[config.mk]
export PLATFORM = sky130hd
export DESIGN_NAME = ma_stage_flat
export DESIGN_NICKNAME = d
export VERILOG_FILES = /design/src/rtl/ma_stage_if.sv /design/src/rtl/ma_stage.sv /design/src/flat_wrapper.sv
export SDC_FILE = /design/constraint.sdc
export NUM_CORES = 1
export LEC_CHECK = 0
export CAP_MARGIN = 10
export CORE_AREA = 2 2 143 145
export CTS_BUF_LIST = sky130_fd_sc_hd__clkbuf_4 sky130_fd_sc_hd__clkbuf_8 sky130_fd_sc_hd__clkbuf_16
export CTS_CLUSTER_SIZE = 40
export DETAILED_ROUTE_END_ITERATION = 12
export DIE_AREA = 0 0 145 147
export PLACE_DENSITY = 0.59
export SKIP_CTS_REPAIR_TIMING = 1
export SLEW_MARGIN = 20
export SYNTH_ARGS = -nofsm -noshare
export SYNTH_HDL_FRONTEND = slang
export SYNTH_SLANG_ARGS = --single-unit
export TNS_END_PERCENT = 50
[constraint.sdc]
create_clock -name clk -period 2.3 [get_ports clk]
set_input_delay 0.46 -clock clk [delete_from_list [all_inputs] [get_ports clk]]
set_output_delay 0.46 -clock clk [all_outputs]
set_load 0.1 [all_outputs]
[src/rtl/ma_stage_if.sv]
// Data-memory port bundle for the memory-access stage.
// master: the stage issuing requests; slave: the memory answering them.
interface ma_stage_if;
    logic        dmem_req;
    logic        dmem_we;
    logic [31:0] dmem_addr;
    logic [3:0]  dmem_wstrb;
    logic [31:0] dmem_wdata;
    logic        dmem_ready;
    logic [31:0] dmem_rdata;

    modport master (
        output dmem_req, dmem_we, dmem_addr, dmem_wstrb, dmem_wdata,
        input  dmem_ready, dmem_rdata
    );

    modport slave (
        input  dmem_req, dmem_we, dmem_addr, dmem_wstrb, dmem_wdata,
        output dmem_ready, dmem_rdata
    );
endinterface

[src/rtl/ma_stage.sv]
// Memory-access pipeline stage: runs loads/stores over a req/ready port, resolves conditional
// branches and feeds the MA/WB register. Stalls upstream while an access is outstanding.
// Optional feature: define MA_MISALIGN_TRAP_EN to add misalign_o and suppress misaligned
// half/word accesses instead of silently ignoring the low address bits.
module ma_stage #(
    parameter int unsigned TIMEOUT_CYC = 255
) (
    input  logic        clk,
    input  logic        reset,
    input  logic [31:0] ma_inst_i,
    input  logic [31:0] ma_pc_i,
    input  logic [31:0] ma_alu_out_i,
    input  logic [31:0] ma_rs2_data_i,
    input  logic        ma_branch_neq_i,
    input  logic        ma_branch_lt_i,
    ma_stage_if.master  dmem,
    output logic        stall_ma_o,
    output logic        branch_taken_o,
    output logic [31:0] branch_target_o,
    output logic [31:0] wb_inst_o,
    output logic [31:0] wb_pc_o,
    output logic [31:0] wb_data_o,
`ifdef MA_MISALIGN_TRAP_EN
    output logic        misalign_o,
`endif
    output logic        bus_err_o
);

    localparam logic [6:0] OpLoad   = 7'b0000011;
    localparam logic [6:0] OpStore  = 7'b0100011;
    localparam logic [6:0] OpBranch = 7'b1100011;
    localparam logic [7:0] CntLast  = 8'(TIMEOUT_CYC - 1);

    typedef enum logic [1:0] {StIdle, StReq, StDone} state_e;

    state_e      state_q, state_d;
    logic [7:0]  cnt_q, cnt_d;
    logic [31:0] rdata_q, rdata_d;
    logic        bus_err_q, bus_err_d;

    logic [6:0]  opcode;
    logic [2:0]  funct3;
    logic [1:0]  lane;
    logic        is_load, is_store, mem_op;
    logic [7:0]  ld_byte;
    logic [15:0] ld_half;
    logic [31:0] ld_data;

    assign opcode = ma_inst_i[6:0];
    assign funct3 = ma_inst_i[14:12];
    assign lane   = ma_alu_out_i[1:0];

    // Instruction class decode; unsupported funct3 under LOAD/STORE is a non-memory op
    always_comb begin
        is_load  = 1'b0;
        is_store = 1'b0;
        if (opcode == OpLoad) begin
            is_load = funct3 inside {3'b000, 3'b001, 3'b010, 3'b100, 3'b101};
        end
        if (opcode == OpStore) begin
            is_store = funct3 inside {3'b000, 3'b001, 3'b010};
        end
    end

`ifdef MA_MISALIGN_TRAP_EN
    logic misaligned;
    assign misaligned = (is_load | is_store) &
                        (((funct3[1:0] == 2'b01) & lane[0]) |
                         ((funct3[1:0] == 2'b10) & (lane != 2'b00)));
    assign mem_op     = (is_load | is_store) & ~misaligned;
    assign misalign_o = misaligned;
`else
    assign mem_op     = is_load | is_store;
`endif

    // Store byte enables and lane replication
    always_comb begin
        dmem.dmem_wstrb = 4'b1111;
        dmem.dmem_wdata = ma_rs2_data_i;
        case (funct3[1:0])
            2'b00: begin
                dmem.dmem_wstrb = 4'b0001 << lane;
                dmem.dmem_wdata = {4{ma_rs2_data_i[7:0]}};
            end
            2'b01: begin
                dmem.dmem_wstrb = lane[1] ? 4'b1100 : 4'b0011;
                dmem.dmem_wdata = {2{ma_rs2_data_i[15:0]}};
            end
            default: ;
        endcase
    end

    assign dmem.dmem_req  = (state_q == StReq);
    assign dmem.dmem_we   = is_store;
    assign dmem.dmem_addr = {ma_alu_out_i[31:2], 2'b00};

    // Extract and extend the load lane from the captured word
    always_comb begin
        ld_byte = rdata_q[8*lane +: 8];
        ld_half = lane[1] ? rdata_q[31:16] : rdata_q[15:0];
        case (funct3)
            3'b000:  ld_data = {{24{ld_byte[7]}}, ld_byte};
            3'b001:  ld_data = {{16{ld_half[15]}}, ld_half};
            3'b100:  ld_data = {24'h0, ld_byte};
            3'b101:  ld_data = {16'h0, ld_half};
            default: ld_data = rdata_q;
        endcase
    end

    // Write-back data and pass-through fields
    always_comb begin
        wb_data_o = is_load ? ld_data : ma_alu_out_i;
`ifdef MA_MISALIGN_TRAP_EN
        if (misaligned) begin
            wb_data_o = 32'h0;
        end
`endif
    end

    assign wb_inst_o = ma_inst_i;
    assign wb_pc_o   = ma_pc_i;

    // Branch resolution from EX comparison flags; purely combinational
    always_comb begin
        branch_taken_o = 1'b0;
        if (opcode == OpBranch) begin
            case (funct3)
                3'b000:         branch_taken_o = ~ma_branch_neq_i;
                3'b001:         branch_taken_o = ma_branch_neq_i;
                3'b100, 3'b110: branch_taken_o = ma_branch_lt_i;
                3'b101, 3'b111: branch_taken_o = ~ma_branch_lt_i;
                default:        branch_taken_o = 1'b0;
            endcase
        end
    end

    assign branch_target_o = ma_alu_out_i;
    assign bus_err_o       = bus_err_q;

    // Access FSM next-state, timeout counter and stall
    always_comb begin
        state_d    = state_q;
        cnt_d      = cnt_q;
        rdata_d    = rdata_q;
        bus_err_d  = 1'b0;
        stall_ma_o = 1'b0;
        unique case (state_q)
            StIdle: begin
                if (mem_op) begin
                    stall_ma_o = 1'b1;
                    state_d    = StReq;
                end
            end
            StReq: begin
                stall_ma_o = 1'b1;
                if (dmem.dmem_ready) begin
                    rdata_d = dmem.dmem_rdata;
                    cnt_d   = 8'h0;
                    state_d = StDone;
                end else if (cnt_q == CntLast) begin
                    // Abort: the load reads as zero and the error is flagged for one cycle
                    rdata_d   = 32'h0;
                    cnt_d     = 8'h0;
                    bus_err_d = 1'b1;
                    state_d   = StDone;
                end else begin
                    cnt_d = cnt_q + 8'h1;
                end
            end
            StDone: begin
                state_d = StIdle;
            end
            default: begin
                state_d = StIdle;
            end
        endcase
    end

    // State registers with synchronous reset
    always_ff @(posedge clk) begin
        if (reset) begin
            state_q   <= StIdle;
            cnt_q     <= 8'h0;
            rdata_q   <= 32'h0;
            bus_err_q <= 1'b0;
        end else begin
            state_q   <= state_d;
            cnt_q     <= cnt_d;
            rdata_q   <= rdata_d;
            bus_err_q <= bus_err_d;
        end
    end

endmodule
[src/flat_wrapper.sv]
// flat-port wrapper written by rule: the top's interface ports become plain ports
module ma_stage_flat 
#(
    parameter int unsigned TIMEOUT_CYC = 255
)
  (clk, reset, ma_inst_i, ma_pc_i, ma_alu_out_i, ma_rs2_data_i, ma_branch_neq_i, ma_branch_lt_i, stall_ma_o, branch_taken_o, branch_target_o, wb_inst_o, wb_pc_o, wb_data_o, bus_err_o, dmem_dmem_req, dmem_dmem_we, dmem_dmem_addr, dmem_dmem_wstrb, dmem_dmem_wdata, dmem_dmem_ready, dmem_dmem_rdata);
  ma_stage_if dmem_i ();
  input  logic clk;
  input  logic reset;
  input  logic [31:0] ma_inst_i;
  input  logic [31:0] ma_pc_i;
  input  logic [31:0] ma_alu_out_i;
  input  logic [31:0] ma_rs2_data_i;
  input  logic ma_branch_neq_i;
  input  logic ma_branch_lt_i;
  output logic stall_ma_o;
  output logic branch_taken_o;
  output logic [31:0] branch_target_o;
  output logic [31:0] wb_inst_o;
  output logic [31:0] wb_pc_o;
  output logic [31:0] wb_data_o;
  output logic bus_err_o;
  output wire logic [$bits(dmem_i.dmem_req)-1:0] dmem_dmem_req;
  output wire logic [$bits(dmem_i.dmem_we)-1:0] dmem_dmem_we;
  output wire logic [$bits(dmem_i.dmem_addr)-1:0] dmem_dmem_addr;
  output wire logic [$bits(dmem_i.dmem_wstrb)-1:0] dmem_dmem_wstrb;
  output wire logic [$bits(dmem_i.dmem_wdata)-1:0] dmem_dmem_wdata;
  input wire logic [$bits(dmem_i.dmem_ready)-1:0] dmem_dmem_ready;
  input wire logic [$bits(dmem_i.dmem_rdata)-1:0] dmem_dmem_rdata;
  assign dmem_dmem_req = dmem_i.dmem_req;
  assign dmem_dmem_we = dmem_i.dmem_we;
  assign dmem_dmem_addr = dmem_i.dmem_addr;
  assign dmem_dmem_wstrb = dmem_i.dmem_wstrb;
  assign dmem_dmem_wdata = dmem_i.dmem_wdata;
  assign dmem_i.dmem_ready = dmem_dmem_ready;
  assign dmem_i.dmem_rdata = dmem_dmem_rdata;
  ma_stage #(.TIMEOUT_CYC(TIMEOUT_CYC)) u_core (.clk(clk), .reset(reset), .ma_inst_i(ma_inst_i), .ma_pc_i(ma_pc_i), .ma_alu_out_i(ma_alu_out_i), .ma_rs2_data_i(ma_rs2_data_i), .ma_branch_neq_i(ma_branch_neq_i), .ma_branch_lt_i(ma_branch_lt_i), .dmem(dmem_i), .stall_ma_o(stall_ma_o), .branch_taken_o(branch_taken_o), .branch_target_o(branch_target_o), .wb_inst_o(wb_inst_o), .wb_pc_o(wb_pc_o), .wb_data_o(wb_data_o), .bus_err_o(bus_err_o));
endmodule
==> results <==
[worst max path at each step]
stage / startpoint / end / slack (ns)
2_1_floorplan: ma_inst_i[3] / wb_data_o[20] / -0.52
3_3_place_gp: ma_inst_i[12] / wb_data_o[12] / -1.0
3_5_place_dp: ma_alu_out_i[0] / wb_data_o[14] / -1.04
4_1_cts: ma_inst_i[12] / wb_data_o[14] / -1.05
5_1_grt: ma_inst_i[4] / wb_data_o[17] / -0.63
6_report: ma_inst_i[4] / wb_data_o[23] / -0.57
[critical path, cell delays in order]
cell       delay (ns)
buf_6            0.09
or4_4            0.53
or4b_4           0.60
a21oi_4          0.24
clkbuf_16        0.24
a21oi_4          0.07
buf_12           0.17
[stage by stage]
step,std cells,setup slack (ns),cell area [um2]
CTS,915,-1.05,8050
floorplan,469,-0.518,4130
finish,930,-0.568,8360
global placement,907,-1.00,7900
detailed placement,907,-1.04,7900
global route,930,-0.626,8360
[state kept, by name, summed over array words and instances, names as in the netlist]
register	count
u_core.rdata_q	32
u_core.bus_err_o	1
u_core.state_q	2
u_core.cnt_q	8
[Yosys cell counts (all sizes together) (2+ instances only)]
| library cell | n |
|---|---|
| o21a | 3 |
| nor2 | 39 |
| buf | 149 |
| inv | 5 |
| o21bai | 3 |
| nor2b | 3 |
| mux2i | 12 |
| nor3 | 4 |
| nand2 | 27 |
| mux2 | 21 |
| nand4 | 3 |
| clkbuf | 13 |
| a22o | 41 |
| nand2b | 3 |
| o2bb2ai | 2 |
| o21ai | 14 |
| a21oi | 28 |
| or2 | 2 |
| o22a | 9 |
| nand3 | 4 |
| a22oi | 2 |
| or4 | 2 |
| and2 | 2 |
| a21o | 2 |
| a222oi | 4 |
| xor2 | 7 |
| dfxtp | 43 |
| and3 | 2 |
| ha | 2 |
[cells by family after synthesis]
logic type,Yosys count,synth area share (%)
buf+inv,167,30.5
compound gates,114,22.4
simple gates,100,12.5
flops,43,22.6
mux,33,9.36
xor+xnor,8,1.84
fa+ha+maj,2,0.656
other cells,1,0.0984
[layout make-up]
type | instances | share of cell area [%]
timing repair buffer | 345 | 57.3
tap | 270 | 4.04
clock inverter | 3 | 0.240
sequential | 43 | 10.3
clock buffer | 5 | 1.50
inverter | 5 | 0.270
multi-input combinational | 259 | 26.3
[per-layer routing]
metal | global-route usage, % | vias to the layer above | part of all wire [%]
met3 | 4.94 | 19 | 8.3
li1 | - | 1898 | -
met1 | 15.8 | 1863 | 36
met4 | 3.47 | 0 | 1.7
met5 | 0 | - | 0
met2 | 29.5 | 213 | 54
[report_power, final]
group          total [W]  switching, W  internal [W]  leakage, nW
Sequential      0.000748    0.00000172      0.000746        0.346
Combinational    0.00232       0.00144      0.000878         3.05
Clock           0.000708      0.000308      0.000400       0.0658
==> impl_metrics.toml <==
[outcome]
status = "finished, violations left"
violations = "setup timing"

[yosys]
synth_cells = 468
synth.area.top_cells = "buf_4 27%, dfxtp_1 23%, a22o_1 9.2%"
synth_top_cell_by_area = "buf_4"
synth_ff_type = "dfxtp_1"
syn_avg_cell_area_um2 = 8.14
synth_top_area_share_pct = 27.4
async_flop_share_pct = 0
synth-seq-cells = 43
syn_area_um2 = 3810
synthDistinctLibCells = 53
yosysSeqAreaShare_pct = 22.6
yosysWarnings = 0
synth_edf_count = 0

[global_route]
grt_start_max_net_pins = 33
grt_pass1_vias = 4096
grt.overflow.total = 0
grtUsageTotal_pct = 15.2
grt_pass1_wl_mm = 24.7
antenna_found_initial = 0

[critical_path]
crit_path_max_fanout = 8
r2r_slack_ns = 0.70
worstSetupEndpointType = "output port"
arrival_ns = 2.41
reg2reg_from = "u_core.cnt_q[0]"
start_kind = "input pin"
path_class = "in2out"
reg2reg_depth = 7
reg2reg_to = "u_core.rdata_q[22]"
crit_required_ns = 1.84

[cts]
cts_tree = "yes"
cts_buffer_depth = 2
cts-root-buf = "clkbuf_16"
cts_htree_levels = 2
clk_pin_slew_ns = 0.06
cts_num_sinks = 43
clock_latency_ns = 0.29
cts_buffers = 5

[placed_design]
place.gp.congestion = 0.793
portBuffers = 255
dp_hpwl_mm = 14.3

[pwr]
leakage_nw = 3.46
powerDensity_nw_per_um2 = 452
ir_worst_vdd_mv = 0.217
power_w = 0.00378

[drt]
drt_wl_total_mm = 17.2
dr.pass1.iters = 4
drc = 0
vias_per_cell = 4.29
routedWlPerCell_um = 18.5
ant_nets = 0
vias = 3993
drt_iter0_markers = 178

[sta]
fin_ws_ns = -0.568
setup_violations = 33
holdWs_ns = 0.481
report.final.slew_viol_count = 0
rsz0062_at_grt = "yes"
clock_skew_ns = 0.00818
fmax_mhz = 349
hold_viol = 0
tns_ns = -17.12
period_minus_slack_ns = 2.87
period_share_pct = 125

[finish]
multi_input_area_um2 = 2200
fillers = 1864
layout_common_cells = "149 x buf_12, 100 x clkdlybuf4s50_1, 78 x buf_4"
antennaDiodeCount = 0
finish.utilization_pct = 42.1
synthToLayoutAreaGrowth_pct = 119
final_nets = 826
final_common_cell = "buf_12"
seqCellArea_um2 = 861
drive_above_1_share_pct = 50.0

[floorplan]
rows = 52
core_um2 = 19800
die_h_um = 147
die_w_um = 145
start_util_pct = 19.2
io_pins = 366
dieArea_um2 = 21300

[flow_run]
maxCapViolCount = 0

[min_path]
hold_depth = 1
whs_endpoint = "u_core.rdata_q[3]"
min_path_type = "reg2reg"
min-delay-start = "u_core.rdata_q[3]"
No activity file was read; power rests on OpenSTA's default activity.
